[config.mk]
export PLATFORM = sky130hd
export DESIGN_NAME = des_iterative_core
export DESIGN_NICKNAME = d
export VERILOG_FILES = /design/src/rtl/des_pkg.sv /design/src/rtl/des_round.sv /design/src/rtl/des_iterative_core.sv
export SDC_FILE = /design/constraint.sdc
export NUM_CORES = 1
export LEC_CHECK = 0
export ABC_AREA = 1
export CORE_MARGIN = 8
export CORE_UTILIZATION = 35
export DETAILED_ROUTE_END_ITERATION = 16
export SYNTH_ARGS = -nofsm -noshare
export SYNTH_HDL_FRONTEND = slang
export SYNTH_SLANG_ARGS = --single-unit
[constraint.sdc]
create_clock -name clk -period 2.97 [get_ports clk]
set_input_delay 0.4455 -clock clk [delete_from_list [all_inputs] [get_ports clk]]
set_output_delay 0.4455 -clock clk [all_outputs]
set_load 0.05 [all_outputs]
[src/rtl/des_pkg.sv]
// DES permutation/S-box tables, key-schedule shifts and the Feistel f function.
// Table entries use FIPS-46 1-based numbering; FIPS bit 1 is the vector MSB.
package des_pkg;
  typedef logic [31:0] half_t;
  typedef logic [47:0] subkey_t;
  typedef logic [27:0] cd_t;
  typedef enum logic [1:0] {S_IDLE, S_RUN, S_DONE} state_t;

  localparam int IP_T [64] = '{
    58,50,42,34,26,18,10,2, 60,52,44,36,28,20,12,4, 62,54,46,38,30,22,14,6, 64,56,48,40,32,24,16,8,
    57,49,41,33,25,17, 9,1, 59,51,43,35,27,19,11,3, 61,53,45,37,29,21,13,5, 63,55,47,39,31,23,15,7};
  localparam int FP_T [64] = '{
    40,8,48,16,56,24,64,32, 39,7,47,15,55,23,63,31, 38,6,46,14,54,22,62,30, 37,5,45,13,53,21,61,29,
    36,4,44,12,52,20,60,28, 35,3,43,11,51,19,59,27, 34,2,42,10,50,18,58,26, 33,1,41, 9,49,17,57,25};
  localparam int E_T [48] = '{
    32,1,2,3,4,5, 4,5,6,7,8,9, 8,9,10,11,12,13, 12,13,14,15,16,17,
    16,17,18,19,20,21, 20,21,22,23,24,25, 24,25,26,27,28,29, 28,29,30,31,32,1};
  localparam int P_T [32] = '{
    16,7,20,21,29,12,28,17, 1,15,23,26,5,18,31,10, 2,8,24,14,32,27,3,9, 19,13,30,6,22,11,4,25};
  localparam int PC1_T [56] = '{
    57,49,41,33,25,17,9, 1,58,50,42,34,26,18, 10,2,59,51,43,35,27, 19,11,3,60,52,44,36,
    63,55,47,39,31,23,15, 7,62,54,46,38,30,22, 14,6,61,53,45,37,29, 21,13,5,28,20,12,4};
  localparam int PC2_T [48] = '{
    14,17,11,24,1,5, 3,28,15,6,21,10, 23,19,12,4,26,8, 16,7,27,20,13,2,
    41,52,31,37,47,55, 30,40,51,45,33,48, 44,49,39,56,34,53, 46,42,50,36,29,32};
  localparam int SHIFT_T [16] = '{1,1,2,2,2,2,2,2,1,2,2,2,2,2,2,1};

  // Each box is row-major: entry = row*16 + col.
  localparam int SBOX [8][64] = '{
    '{14,4,13,1,2,15,11,8,3,10,6,12,5,9,0,7, 0,15,7,4,14,2,13,1,10,6,12,11,9,5,3,8,
      4,1,14,8,13,6,2,11,15,12,9,7,3,10,5,0, 15,12,8,2,4,9,1,7,5,11,3,14,10,0,6,13},
    '{15,1,8,14,6,11,3,4,9,7,2,13,12,0,5,10, 3,13,4,7,15,2,8,14,12,0,1,10,6,9,11,5,
      0,14,7,11,10,4,13,1,5,8,12,6,9,3,2,15, 13,8,10,1,3,15,4,2,11,6,7,12,0,5,14,9},
    '{10,0,9,14,6,3,15,5,1,13,12,7,11,4,2,8, 13,7,0,9,3,4,6,10,2,8,5,14,12,11,15,1,
      13,6,4,9,8,15,3,0,11,1,2,12,5,10,14,7, 1,10,13,0,6,9,8,7,4,15,14,3,11,5,2,12},
    '{7,13,14,3,0,6,9,10,1,2,8,5,11,12,4,15, 13,8,11,5,6,15,0,3,4,7,2,12,1,10,14,9,
      10,6,9,0,12,11,7,13,15,1,3,14,5,2,8,4, 3,15,0,6,10,1,13,8,9,4,5,11,12,7,2,14},
    '{2,12,4,1,7,10,11,6,8,5,3,15,13,0,14,9, 14,11,2,12,4,7,13,1,5,0,15,10,3,9,8,6,
      4,2,1,11,10,13,7,8,15,9,12,5,6,3,0,14, 11,8,12,7,1,14,2,13,6,15,0,9,10,4,5,3},
    '{12,1,10,15,9,2,6,8,0,13,3,4,14,7,5,11, 10,15,4,2,7,12,9,5,6,1,13,14,0,11,3,8,
      9,14,15,5,2,8,12,3,7,0,4,10,1,13,11,6, 4,3,2,12,9,5,15,10,11,14,1,7,6,0,8,13},
    '{4,11,2,14,15,0,8,13,3,12,9,7,5,10,6,1, 13,0,11,7,4,9,1,10,14,3,5,12,2,15,8,6,
      1,4,11,13,12,3,7,14,10,15,6,8,0,5,9,2, 6,11,13,8,1,4,10,7,9,5,0,15,14,2,3,12},
    '{13,2,8,4,6,15,11,1,10,9,3,14,5,0,12,7, 1,15,13,8,10,3,7,4,12,5,6,11,0,14,9,2,
      7,11,4,1,9,12,14,2,0,6,10,13,15,3,5,8, 2,1,14,7,4,10,8,13,15,12,9,0,3,5,6,11}};

  function automatic logic [63:0] ip(input logic [63:0] x);
    logic [63:0] o;
    for (int i = 0; i < 64; i++) o[6'(63 - i)] = x[6'(64 - IP_T[i])];
    return o;
  endfunction

  function automatic logic [63:0] fp(input logic [63:0] x);
    logic [63:0] o;
    for (int i = 0; i < 64; i++) o[6'(63 - i)] = x[6'(64 - FP_T[i])];
    return o;
  endfunction

  function automatic logic [55:0] pc1(input logic [63:0] k);
    logic [55:0] o;
    for (int i = 0; i < 56; i++) o[6'(55 - i)] = k[6'(64 - PC1_T[i])];
    return o;
  endfunction

  function automatic subkey_t pc2(input cd_t c, input cd_t d);
    logic [55:0] cd;
    subkey_t o;
    cd = {c, d};
    for (int i = 0; i < 48; i++) o[6'(47 - i)] = cd[6'(56 - PC2_T[i])];
    return o;
  endfunction

  function automatic cd_t rotl(input cd_t x, input int n);
    return (x << n) | (x >> (28 - n));
  endfunction

  function automatic cd_t rotr(input cd_t x, input int n);
    return (x >> n) | (x << (28 - n));
  endfunction

  function automatic half_t des_f(input half_t r, input subkey_t k);
    subkey_t x;
    half_t s, o;
    logic [5:0] b;
    for (int i = 0; i < 48; i++) x[6'(47 - i)] = r[5'(32 - E_T[i])];
    x = x ^ k;
    s = '0;
    for (int i = 0; i < 8; i++) begin
      b = 6'(x >> (42 - 6 * i));
      s = {s[27:0], 4'(SBOX[i][{b[5], b[0], b[4:1]}])};
    end
    for (int i = 0; i < 32; i++) o[5'(31 - i)] = s[5'(32 - P_T[i])];
    return o;
  endfunction
endpackage

[src/rtl/des_round.sv]
// One combinational DES round: key-schedule rotation, subkey selection and Feistel step.
module des_round
  import des_pkg::*;
(
  input  half_t      l,
  input  half_t      r,
  input  cd_t        c,
  input  cd_t        d,
  input  logic [3:0] idx,
  input  logic       dec,
  output half_t      l_nxt,
  output half_t      r_nxt,
  output cd_t        c_nxt,
  output cd_t        d_nxt
);
  cd_t c_rot, d_rot;

  // Decrypt walks the schedule backwards; 0 - idx wraps to 16 - idx.
  always_comb begin
    c_rot = c;
    d_rot = d;
    if (!dec) begin
      c_rot = rotl(c, SHIFT_T[idx]);
      d_rot = rotl(d, SHIFT_T[idx]);
    end else if (idx != 4'd0) begin
      c_rot = rotr(c, SHIFT_T[4'd0 - idx]);
      d_rot = rotr(d, SHIFT_T[4'd0 - idx]);
    end
  end

  assign l_nxt = r;
  assign r_nxt = l ^ des_f(r, pc2(c_rot, d_rot));
  assign c_nxt = c_rot;
  assign d_nxt = d_rot;
endmodule

[src/rtl/des_iterative_core.sv]
// Iterative DES engine: ROUNDS_PER_CYCLE chained rounds per clock, valid/ready on both sides.
// Result appears 16/ROUNDS_PER_CYCLE clocks after the accept edge, then sits in DONE.
module des_iterative_core
  import des_pkg::*;
#(
  parameter int ROUNDS_PER_CYCLE = 1,
  parameter int OUT_REG          = 1
) (
  input  logic        clk,
  input  logic        rst_n,
  input  logic        in_valid,
  output logic        in_ready,
  input  logic [63:0] data_in,
  input  logic [63:0] key_in,
  input  logic        decrypt,
  output logic        out_valid,
  input  logic        out_ready,
  output logic [63:0] data_out,
  output logic        busy
);
  if (!(ROUNDS_PER_CYCLE == 1 || ROUNDS_PER_CYCLE == 2 || ROUNDS_PER_CYCLE == 4 ||
        ROUNDS_PER_CYCLE == 8 || ROUNDS_PER_CYCLE == 16)) begin : g_bad_rpc
    $error("ROUNDS_PER_CYCLE must be 1, 2, 4, 8 or 16");
  end

  state_t      state, state_nxt;
  logic [4:0]  cnt;
  half_t       l_q, r_q;
  cd_t         c_q, d_q;
  logic        dec_q;
  logic [63:0] dout_q;
  logic        accept, last;

  half_t [ROUNDS_PER_CYCLE:0] l_ch, r_ch;
  cd_t   [ROUNDS_PER_CYCLE:0] c_ch, d_ch;

  assign l_ch[0] = l_q;
  assign r_ch[0] = r_q;
  assign c_ch[0] = c_q;
  assign d_ch[0] = d_q;

  for (genvar g = 0; g < ROUNDS_PER_CYCLE; g++) begin : g_rnd
    des_round u_rnd (
      .l(l_ch[g]), .r(r_ch[g]), .c(c_ch[g]), .d(d_ch[g]),
      .idx(cnt[3:0] + 4'(g)), .dec(dec_q),
      .l_nxt(l_ch[g+1]), .r_nxt(r_ch[g+1]), .c_nxt(c_ch[g+1]), .d_nxt(d_ch[g+1])
    );
  end

  assign last   = (cnt + 5'(ROUNDS_PER_CYCLE)) == 5'd16;
  assign accept = in_valid && in_ready;

  always_ff @(posedge clk or negedge rst_n)
    if (!rst_n) state <= S_IDLE;
    else        state <= state_nxt;

  // in_ready is gated by rst_n so it reads 0 for the whole reset window.
  always_comb begin
    state_nxt = state;
    in_ready  = 1'b0;
    out_valid = 1'b0;
    busy      = 1'b0;
    case (state)
      S_IDLE: begin
        in_ready = rst_n;
        if (in_valid) state_nxt = S_RUN;
      end
      S_RUN: begin
        busy = 1'b1;
        if (last) state_nxt = S_DONE;
      end
      S_DONE: begin
        out_valid = 1'b1;
        in_ready  = rst_n & out_ready;
        if (out_ready) state_nxt = in_valid ? S_RUN : S_IDLE;
      end
      default: state_nxt = S_IDLE;
    endcase
  end

  always_ff @(posedge clk or negedge rst_n)
    if (!rst_n) begin
      cnt    <= '0;
      l_q    <= '0;
      r_q    <= '0;
      c_q    <= '0;
      d_q    <= '0;
      dec_q  <= 1'b0;
      dout_q <= '0;
    end else if (accept) begin
      {l_q, r_q} <= ip(data_in);
      {c_q, d_q} <= pc1(key_in);
      dec_q      <= decrypt;
      cnt        <= '0;
    end else if (state == S_RUN) begin
      cnt <= cnt + 5'(ROUNDS_PER_CYCLE);
      c_q <= c_ch[ROUNDS_PER_CYCLE];
      d_q <= d_ch[ROUNDS_PER_CYCLE];
      if (last) begin
        // Final swap is stored so L/R already hold the pre-output block.
        l_q    <= r_ch[ROUNDS_PER_CYCLE];
        r_q    <= l_ch[ROUNDS_PER_CYCLE];
        dout_q <= fp({r_ch[ROUNDS_PER_CYCLE], l_ch[ROUNDS_PER_CYCLE]});
      end else begin
        l_q <= l_ch[ROUNDS_PER_CYCLE];
        r_q <= r_ch[ROUNDS_PER_CYCLE];
      end
    end

  assign data_out = (OUT_REG != 0) ? dout_q : fp({l_q, r_q});
endmodule

==> results of run 1 <==
cells in the final DEF (no fill, tap or decap), types with 22 or more instances in the layout:
cell type / Yosys / routed
buf_4: 53 / 133
clkdlybuf4s50_1: 0 / 50
a21oi_1: 38 / 30
nand3_2: 1 / 43
o21ai_1: 27 / 27
nand3_1: 132 / 83
inv_1: 113 / 97
nand2_2: 12 / 54
nand2_1: 331 / 267
nor2_1: 28 / 26
dfrtp_1: 79 / 78
o21ai_0: 77 / 68
conb_1: 1 / 48
inv_2: 13 / 22
logic make-up after synthesis:
logic type               after synthesis  synth area share (%)
AO/OA/AOI/OAI                        196                  16.6
buffers and inverters                208                  15.0
XOR/XNOR                               4                 0.523
adder cells (fa/ha/maj)               27                  5.04
AND/OR/NAND/NOR                      522                  33.3
other                                  1                0.0560
flip-flops                            79                  29.5
layout make-up:
| class | instances | area (sq um) |
|---|---|---|
| multi-input cells | 797 | 4810 |
| well taps | 234 | 293 |
| clock inverters | 7 | 109 |
| inverters | 128 | 507 |
| fillers | 1801 | 8990 |
| repair buffers | 210 | 1860 |
| flip-flops and latches | 79 | 1980 |
| clock buffers | 9 | 225 |
per-layer routing:
layer  GRT usage [%]  wire [um]  share of wire, %
met4            6.67        571               2.4
met1            24.7      10400                44
met5               0          0                 0
met3            3.71       1640               6.9
met2            30.6      11100                47
registers in the layout, summed over array words and instances, names as in the netlist:
name	cells
state	2
cnt	5
r_q	20
data_out	16
d_q	28
l_q	7
dec_q	1
path summary, 6_finish.rpt:
| check | start | endpoint | slack, ns | depth (start not counted) |
|---|---|---|---|---|
| min in group clk | data_out[31] | data_out[31] | 0.49 | 2 |
| hold reg to reg | data_out[31] | data_out[31] | 0.49 | 2 |
| setup / recovery | cnt[1] | l_q[7] | -0.12 | 25 |
| max in group asynchronous | rst_n | d_q[13] | 1.89 | 2 |
| setup reg to reg | cnt[1] | l_q[7] | -0.12 | 25 |
| hold / removal | rst_n | dec_q | 0.35 | 2 |
through the flow:
stage	instance area, sq um	instances
after global placement	8140	1412
final	9780	1464
after detailed placement	8140	1412
after CTS	8770	1443
after floorplan	6930	1084
after global routing	9780	1464
what timing repair did:
action,4_1_cts,5_1_grt
endpoints found under the setup margin,14,14
hold buffers,0,0
gates cloned,0,2
pin swaps,28,85
resized for setup,46,205
setup buffers,15,20
==> results.md, run 1 <==
* Outcome: complete, but fails checks
* Failing checks: negative setup slack
* Cell mode on critical path: nand2_2
* Pin count of the biggest net entering global routing at 80
* Number of flops mapped to enable cells by yosys at 0
* CP Buf/Inv Count at 5
* Measured slew at the worst slew-check pin at 1.07 ns
* CP Launch Type: flop
* Seq/Total Area, Yosys at between 20 and 30%
* Drt wl/cell at 16.2 um
* Post-route worst setup slack at -0.122 ns
* P&R area growth vs syn at 45.9%
* Slew Limit Fails at 0
* Cell Rows at 50
* Worst EP required at 3.22 ns
* Tcrit/Tclk final at 104%
* Max transition margin at 28.3%
* Cell variety after synth at between 40 and 50
* Final TNS setup at -0.976 ns
* CTS Sinks at 79
* Clock Pin Slew Worst Setup and Hold Paths at 0.07 ns
* H-tree depth at 3
* Vias at 7459
* Ys flop type: dfrtp_1
* Die Footprint at 0.0238 sq mm
* Crit path max-delay family: simple AND/OR/NAND/NOR gates
* Pre-CTS WS at -0.258 ns
* HPWL after DPL at about 17000 um
* Area share of the largest cell type after synthesis at between 20% and 30%
* TritonCTS clock tree: done
* Flops & latches, synth at 79
* Chip Height at 154 um
* Crit path kind: reg2reg
* Iter 0 DRT Violations at 701
* Count leader, synth: nand2_1
* Final setup fails at 14
* DRT Pass-1 Iters at 7
* Hold WS at 0.349 ns
* Ranking of synthesized cells by area: dfrtp_1 29%, nand2_1 19%, nand3_1 9.9%
* Max incr delay on CP at ~0.42 ns
* Die width at 154 um
* Final Hold Fails at 0
* Async S/R FF share, synth at 100%
* Worst path slowest cell: dfrtp_1
* Synth cell count leaders: 331 x nand2_1, 132 x nand3_1, 113 x inv_1, 79 x dfrtp_1, 77 x o21ai_0
* Nets at between 1000 and 1500
* Worst endpoint data arrival time at about 3.3 ns
* Syn Area/Cell at 6.46 sq um
* Final core utilization at 52.1%
* Largest area contributor in the netlist: dfrtp_1
* RSZ-0062 raised after global routing: yes
* Port Buf Inserts at 51
* Initial antenna violation count at 0
* Drt drc at 0
* Max Fclk at around 320 MHz
* Core Region at 0.0188 sq mm
* Max clock buf depth at 2
* Grt ovf at 0
* Mapped Cells at 1037
* Endpoint type of the worst setup path: flop
* Total CTS buffers at 9
* Tightest Hold Check Type: in2async
* Worst-Skew Late Latency at 0.36 ns
* Syn. warnings at 0
* Antenna viol nets, final at 0
* Final Wtd Congestion at 0.949
* DR vias/cell at 5.09
* Max-cap violations at 0
* Synth Cell Area at 0.00670 sq mm
* GRT Total Usage at approximately a fifth
* Clk root buf: clkbuf_16
* Global-route wire length before repair at 36400 um
* # IOs at 200
* Vias in the first global route at 7068
* Final worst path period need at 3.09 ns
* Post-Route Skew at 0.0115 ns
* N_diodes at 0
* Routed Wire Length at 23700 um
* Starting Density at 35.7%
* Crit Path Max Fanout at 6
* Share of layout cells above drive strength 1 at a little under a third
Power of run 1 is left out: the tool's default activity adds up to more than one toggle a clock period on the data nets, which glitch-free logic cannot reach.
==> run 2, diff against run 1 <==
GPL_TIMING_DRIVEN = 0   (was unset)
==> run 2 against run 1 <==
The flow still finishes with violations (negative setup slack). Die area did not move. Setup slack gained 0.012 ns. Final cell count down 0.27%. Via count grew 3.2%. Register-to-register slack hardly changed. Non-clock buffer count shrank 4. Critical path type unchanged. Largest cell class unchanged. Highest routed layer unchanged.
==> results.md, run 2 (same netlist as run 1, synthesis figures left out) <==
* Final TNS setup at -0.691 ns (was -0.976 ns)
* Chip Height at 154 um (unchanged)
* Drt wl/cell at 17.6 um (was 16.2 um)
* Vias at 7694 (was 7459)
* CP Buf/Inv Count at 4 (was 5)
* Register name with the most flops: d_q (unchanged)
* Max clock buf depth at 2 (unchanged)
* Crit Path Max Fanout at 6 (unchanged)
* Endpoint type of the worst setup path: flop (unchanged)
* TritonCTS clock tree: done (unchanged)
* Most common cell after layout, fill and taps aside: nand2_1 (unchanged)
* Final worst path period need at 3.08 ns (was 3.09 ns)
* Final core utilization at 51.4% (was 52.1%)
* Core Region at 0.0188 sq mm (unchanged)
* Iter 0 DRT Violations at 740 (was 701)
* Nets at 1381 (was 1385)
* Failing checks: negative setup slack (unchanged)
* Final setup fails at 11 (was 14)
* Initial antenna violation count at 0 (unchanged)
* Post-DP Area at 0.00776 sq mm (was 0.00814 sq mm)
* Worst endpoint data arrival time at 3.36 ns (was 3.34 ns)
* Pin count of the biggest net entering global routing at 50 (was 80)
* Post-route worst setup slack at -0.110 ns (was -0.122 ns)
* Crit path kind: reg2reg (unchanged)
* RSZ-0062 raised after global routing: yes (unchanged)
* DR vias/cell at 5.27 (was 5.09)
* Die width at 154 um (unchanged)
* DRT Pass-1 Iters at 5 (was 7)
* Drt drc at 0 (unchanged)
* Worst EP required at 3.25 ns (was 3.22 ns)
* Global-route wire length before repair at 40400 um (was 36400 um)
* Crit path max-delay family: simple AND/OR/NAND/NOR gates (unchanged)
* Final Wtd Congestion at 1.00 (was 0.949)
* Worst-Skew Late Latency at 0.36 ns (about the same)
* H-tree depth at 3 (unchanged)
* GRT Total Usage at 21.3% (was 18.9%)
* Die Footprint at 0.0238 sq mm (unchanged)
* Routed Wire Length at 25700 um (was 23700 um)
* Most frequent cells in the layout: 265 x nand2_1, 113 x buf_4, 95 x inv_1, 90 x nand3_1, 77 x dfrtp_1 (was 267 x nand2_1, 133 x buf_4, 97 x inv_1, 83 x nand3_1, 78 x dfrtp_1)
* N_diodes at 0 (unchanged)
* Outcome: complete, but fails checks (unchanged)
* Antenna viol nets, final at 0 (unchanged)
* Grt ovf at 0 (unchanged)
* Cell Rows at 50 (unchanged)
* Vias in the first global route at 7263 (was 7068)
* Starting Density at 35.7% (unchanged)
* HPWL after DPL at 18000 um (was 16900 um)
* Total CTS buffers at 9 (unchanged)
* CP Launch Type: flop (unchanged)
* Max incr delay on CP at 0.46 ns (was 0.42 ns)
* Max Fclk at 325 MHz (was 323 MHz)
* Worst Reg-to-Reg Cells at 27 (was 25)
* Tcrit/Tclk final at 104% (about the same)
* Hold WS at 0.0602 ns (was 0.349 ns)
* Cell mode on critical path: nand2_4 (was nand2_2)
* Cell area after layout at 0.00965 sq mm (was 0.00978 sq mm)
* Worst path slowest cell: dfrtp_2 (was dfrtp_1)
* Port Buf Inserts at 51 (unchanged)
* Measured slew at the worst slew-check pin at 0.677 ns (was 1.07 ns)
* Slew Limit Fails at 0 (unchanged)
* Crit path depth at 27 (was 25)
* Clock Pin Slew Worst Setup and Hold Paths at 0.07 ns (about the same)
* Post-Route Skew at 0.0111 ns (was 0.0115 ns)
* Largest register FFs at 28 (unchanged)
* Share of layout cells above drive strength 1 at 29.6% (was 31.1%)
* Tightest Hold Check Type: in2async (unchanged)
* P&R area growth vs syn at 43.9% (was 45.9%)
* Max transition margin at 54.9% (was 28.3%)
* # IOs at 200 (unchanged)
* Clk root buf: clkbuf_16 (unchanged)
* Final Hold Fails at 0 (unchanged)
* CTS Sinks at 79 (unchanged)
* Max-cap violations at 0 (unchanged)
-- run 2: cell type report --
type / instances / area (sq um)
fillers: 1829 / 9120
multi-input cells: 797 / 4790
well taps: 234 / 293
repair buffers: 126 / 1140
clock buffers: 9 / 225
inverters: 128 / 517
clock inverters: 7 / 106
flip-flops and latches: 79 / 1980
plain buffers: 80 / 594
-- run 2: through the flow --
stage	worst slack [ns]	cells
floorplan	0.00780	1084
finish	-0.110	1460
detailed placement	-0.606	1370
global route	-0.315	1460
CTS	-0.140	1452
global placement	-3.07	1369
-- run 2: worst paths after layout --
kind | start | end | slack (ns)
setup / recovery | cnt[1] | r_q[0] | -0.11
hold / removal | rst_n | d_q[18] | 0.06
setup reg to reg | cnt[1] | r_q[0] | -0.11
hold reg to reg | data_out[31] | data_out[31] | 0.49
max in group asynchronous | rst_n | d_q[26] | 2.29
min in group clk | data_out[31] | data_out[31] | 0.49
-- run 2: per-layer routing --
metal	vias to the layer above	share of wire [%]	track usage [%]	wire (um)
met4	0	4.1	9.33	1050
met5	-	0	0	0
li1	3675	-	-	-
met2	339	46	33.4	11800
met3	64	7.9	5.13	2040
met1	3616	42	27.5	10900
-- run 2: repair_timing --
action / in CTS / in global routing
endpoints found under the setup margin: 22 / 42
buffers inserted: 66 / 11
hold buffers: 0 / 0
pin swaps: 89 / 57
gates resized for setup: 180 / 84
-- run 2: worst register-to-register path: stages (launching register included) --
cell and delay (ns):
dfrtp_2 0.46, inv_4 0.11, ha_4 0.18, inv_4 0.04
nand2_4 0.07, nand2_4 0.06, nand2_4 0.07, inv_2 0.04
nand2_4 0.12, nand2_8 0.09, buf_8 0.14, a21oi_4 0.11
nand2_2 0.09, nand2_4 0.10, nand2_4 0.07, nand2_4 0.09
nand2_8 0.09, ha_4 0.17, or2_4 0.24, nand2_2 0.07
nand3_2 0.07, nand3_2 0.07, nand3_2 0.10, nand2_1 0.10
nand2_2 0.06, nand2_2 0.06, nand2_1 0.05, o21ai_1 0.08
Power of run 2 is left out for the same reason.
==> run 3, diff against run 2 <==
SETUP_SLACK_MARGIN = 0.4   (was unset)
==> run 3 against run 2 <==
Utilization fell by 2.2 points. Die area unchanged. The run still ends with negative setup slack left. Global-route usage fell by 0.45 points. First-iteration DRC count fell by 7.7%. Fmax shrank 2.2%.
==> results.md, run 3 (same netlist as run 1, synthesis figures left out) <==
* Final worst path period need at 3.15 ns (was 3.08 ns)
* Die width at 154 um (unchanged)
* P&R area growth vs syn at 37.7% (was 43.9%)
* Chip Height at 154 um (unchanged)
* Worst r2r src: cnt[1] (unchanged)
* Worst Reg-to-Reg Cells at 25 (was 27)
* Clock Pin Slew Worst Setup and Hold Paths at 0.07 ns (about the same)
* DR vias/cell at 5.21 (was 5.27)
* CP Launch Type: flop (unchanged)
* TritonCTS clock tree: done (unchanged)
* Register name with the most flops: d_q (unchanged)
* Total area of sequential cells at 0.00198 sq mm (unchanged)
* Final Hold Fails at 0 (unchanged)
* Crit path kind: reg2reg (unchanged)
* GRT Total Usage at 20.9% (was 21.3%)
* Clk root buf: clkbuf_16 (unchanged)
* Drt drc at 0 (unchanged)
* Worst-Skew Late Latency at 0.36 ns (about the same)
* Drt wl/cell at 17.5 um (was 17.6 um)
* Total CTS buffers at 9 (unchanged)
* Crit Path Max Fanout at 8 (was 6)
* Core Region at 0.0188 sq mm (unchanged)
* Die Footprint at 0.0238 sq mm (unchanged)
* Global-route wire length before repair at 39200 um (was 40400 um)
* Max clock buf depth at 2 (unchanged)
* Vias in the first global route at 7088 (was 7263)
* H-tree depth at 3 (unchanged)
* Reg2Reg Setup Slack at -0.18 ns (was -0.11 ns)
* Antenna viol nets, final at 0 (unchanged)
* Pin count of the biggest net entering global routing at 51 (was 50)
* Area of the multi-input gates at 0.00456 sq mm (was 0.00479 sq mm)
* Endpoint type of the worst setup path: flop (unchanged)
* Final Wtd Congestion at 0.982 (was 1.00)
* Routed Wire Length at 25100 um (was 25700 um)
* Slew Limit Fails at 0 (unchanged)
* Outcome: complete, but fails checks (unchanged)
* Max transition margin at 57.9% (was 54.9%)
* Post-route worst setup slack at -0.178 ns (was -0.110 ns)
* Final TNS setup at -1.65 ns (was -0.691 ns)
* # IOs at 200 (unchanged)
* Final setup fails at 15 (was 11)
* CTS Sinks at 79 (unchanged)
* Iter 0 DRT Violations at 683 (was 740)
* Vias at 7496 (was 7694)
* Cell area after layout at 0.00923 sq mm (was 0.00965 sq mm)
* Placed Cells incl. Taps at 1370 (unchanged)
* Share of layout cells above drive strength 1 at 24.6% (was 29.6%)
* Max Fclk at 318 MHz (was 325 MHz)
* HPWL after DPL at 18500 um (was 18000 um)
* Max-cap violations at 0 (unchanged)
* Starting Density at 35.7% (unchanged)
* Worst EP required at 3.22 ns (was 3.25 ns)
* Grt ovf at 0 (unchanged)
* Nets at 1361 (was 1381)
* Measured slew at the worst slew-check pin at 0.631 ns (was 0.677 ns)
* Final Instance Count excl. Fillers at 1440 (was 1460)
* RSZ-0062 raised after global routing: yes (unchanged)
* Tightest Hold Check Type: in2async (unchanged)
* Most frequent cells in the layout: 294 x nand2_1, 104 x buf_4, 102 x inv_1, 98 x nand3_1, 77 x dfrtp_1 (was 265 x nand2_1, 113 x buf_4, 95 x inv_1, 90 x nand3_1, 77 x dfrtp_1)
* Tcrit/Tclk final at 106% (was 104%)
* Largest register FFs at 28 (unchanged)
* Post-DP Area at 0.00792 sq mm (was 0.00776 sq mm)
* Cell Rows at 50 (unchanged)
* Fillcell total at 1898 (was 1829)
* DRT Pass-1 Iters at 6 (was 5)
* Initial antenna violation count at 0 (unchanged)
* Reg2reg end: l_q[10] (was r_q[0])
* Post-Route Skew at 0.00646 ns (was 0.0111 ns)
* Failing checks: negative setup slack (unchanged)
* Most common cell after layout, fill and taps aside: nand2_1 (unchanged)
* N_diodes at 0 (unchanged)
* Worst endpoint data arrival time at 3.40 ns (was 3.36 ns)
* Port Buf Inserts at 51 (unchanged)
run 3: final cells by class:
class / instances / area share [%]
timing repair buffer: 106 / 10.2
inverter: 128 / 5.45
clock buffer: 9 / 2.44
sequential: 79 / 21.4
tap: 234 / 3.17
clock inverter: 7 / 1.18
multi-input combinational: 797 / 49.4
buffer: 80 / 6.67
run 3: worst max path at each step:
stage / from / end / depth (start not counted)
after floorplan: cnt[1] / l_q[5] / 25
after global placement: rst_n / r_q[13] / 7
after detailed placement: cnt[1] / l_q[10] / 25
after CTS: cnt[1] / l_q[10] / 28
after global routing: cnt[1] / l_q[10] / 22
final: cnt[1] / l_q[10] / 25
run 3: what timing repair did:
action	in CTS	in global routing
hold buffers	0	0
endpoints found under the hold margin	0	0
pin swaps	41	29
gates cloned	0	0
setup endpoints to repair	47	34
buffers inserted	44	10
gates resized for setup	103	53
run 3: per-stage QoR:
step / worst slack (ns) / utilization (%) / hold slack [ns]
3_3_place_gp: -3.12 / 42.0 / 0.471
5_1_grt: -0.351 / 49.2 / 0.0782
4_1_cts: -0.111 / 47.9 / 0.0604
2_1_floorplan: 0.139 / - / 0.150
3_5_place_dp: -0.605 / 42.2 / 0.440
6_report: -0.178 / 49.2 / 0.0431
run 3: critical path, stage by stage (launching register included):
cell,delay (ns)
dfrtp_2,0.47
inv_4,0.12
ha_4,0.16
nand2_4,0.09
nand2_2,0.07
nand4_1,0.20
nand2_4,0.20
buf_8,0.16
nand2_1,0.08
nand3_2,0.12
nand3_2,0.16
nand2_2,0.12
nand2_4,0.09
ha_4,0.27
inv_2,0.07
nand2_2,0.06
nand3_2,0.07
nand3_2,0.06
nand2_1,0.06
inv_1,0.04
nand2_2,0.06
nand2_1,0.05
nand2_1,0.07
nand3_1,0.07
nand2_1,0.06
nand2_1,0.06
run 3: layer usage:
layer	vias up	share of wire (%)	GRT usage [%]
met5	-	0	0
met4	0	3.7	8.77
met3	67	8.2	4.79
met2	346	44	32.9
met1	3444	44	27.0
li1	3639	-	-
Power of run 3 is left out for the same reason.
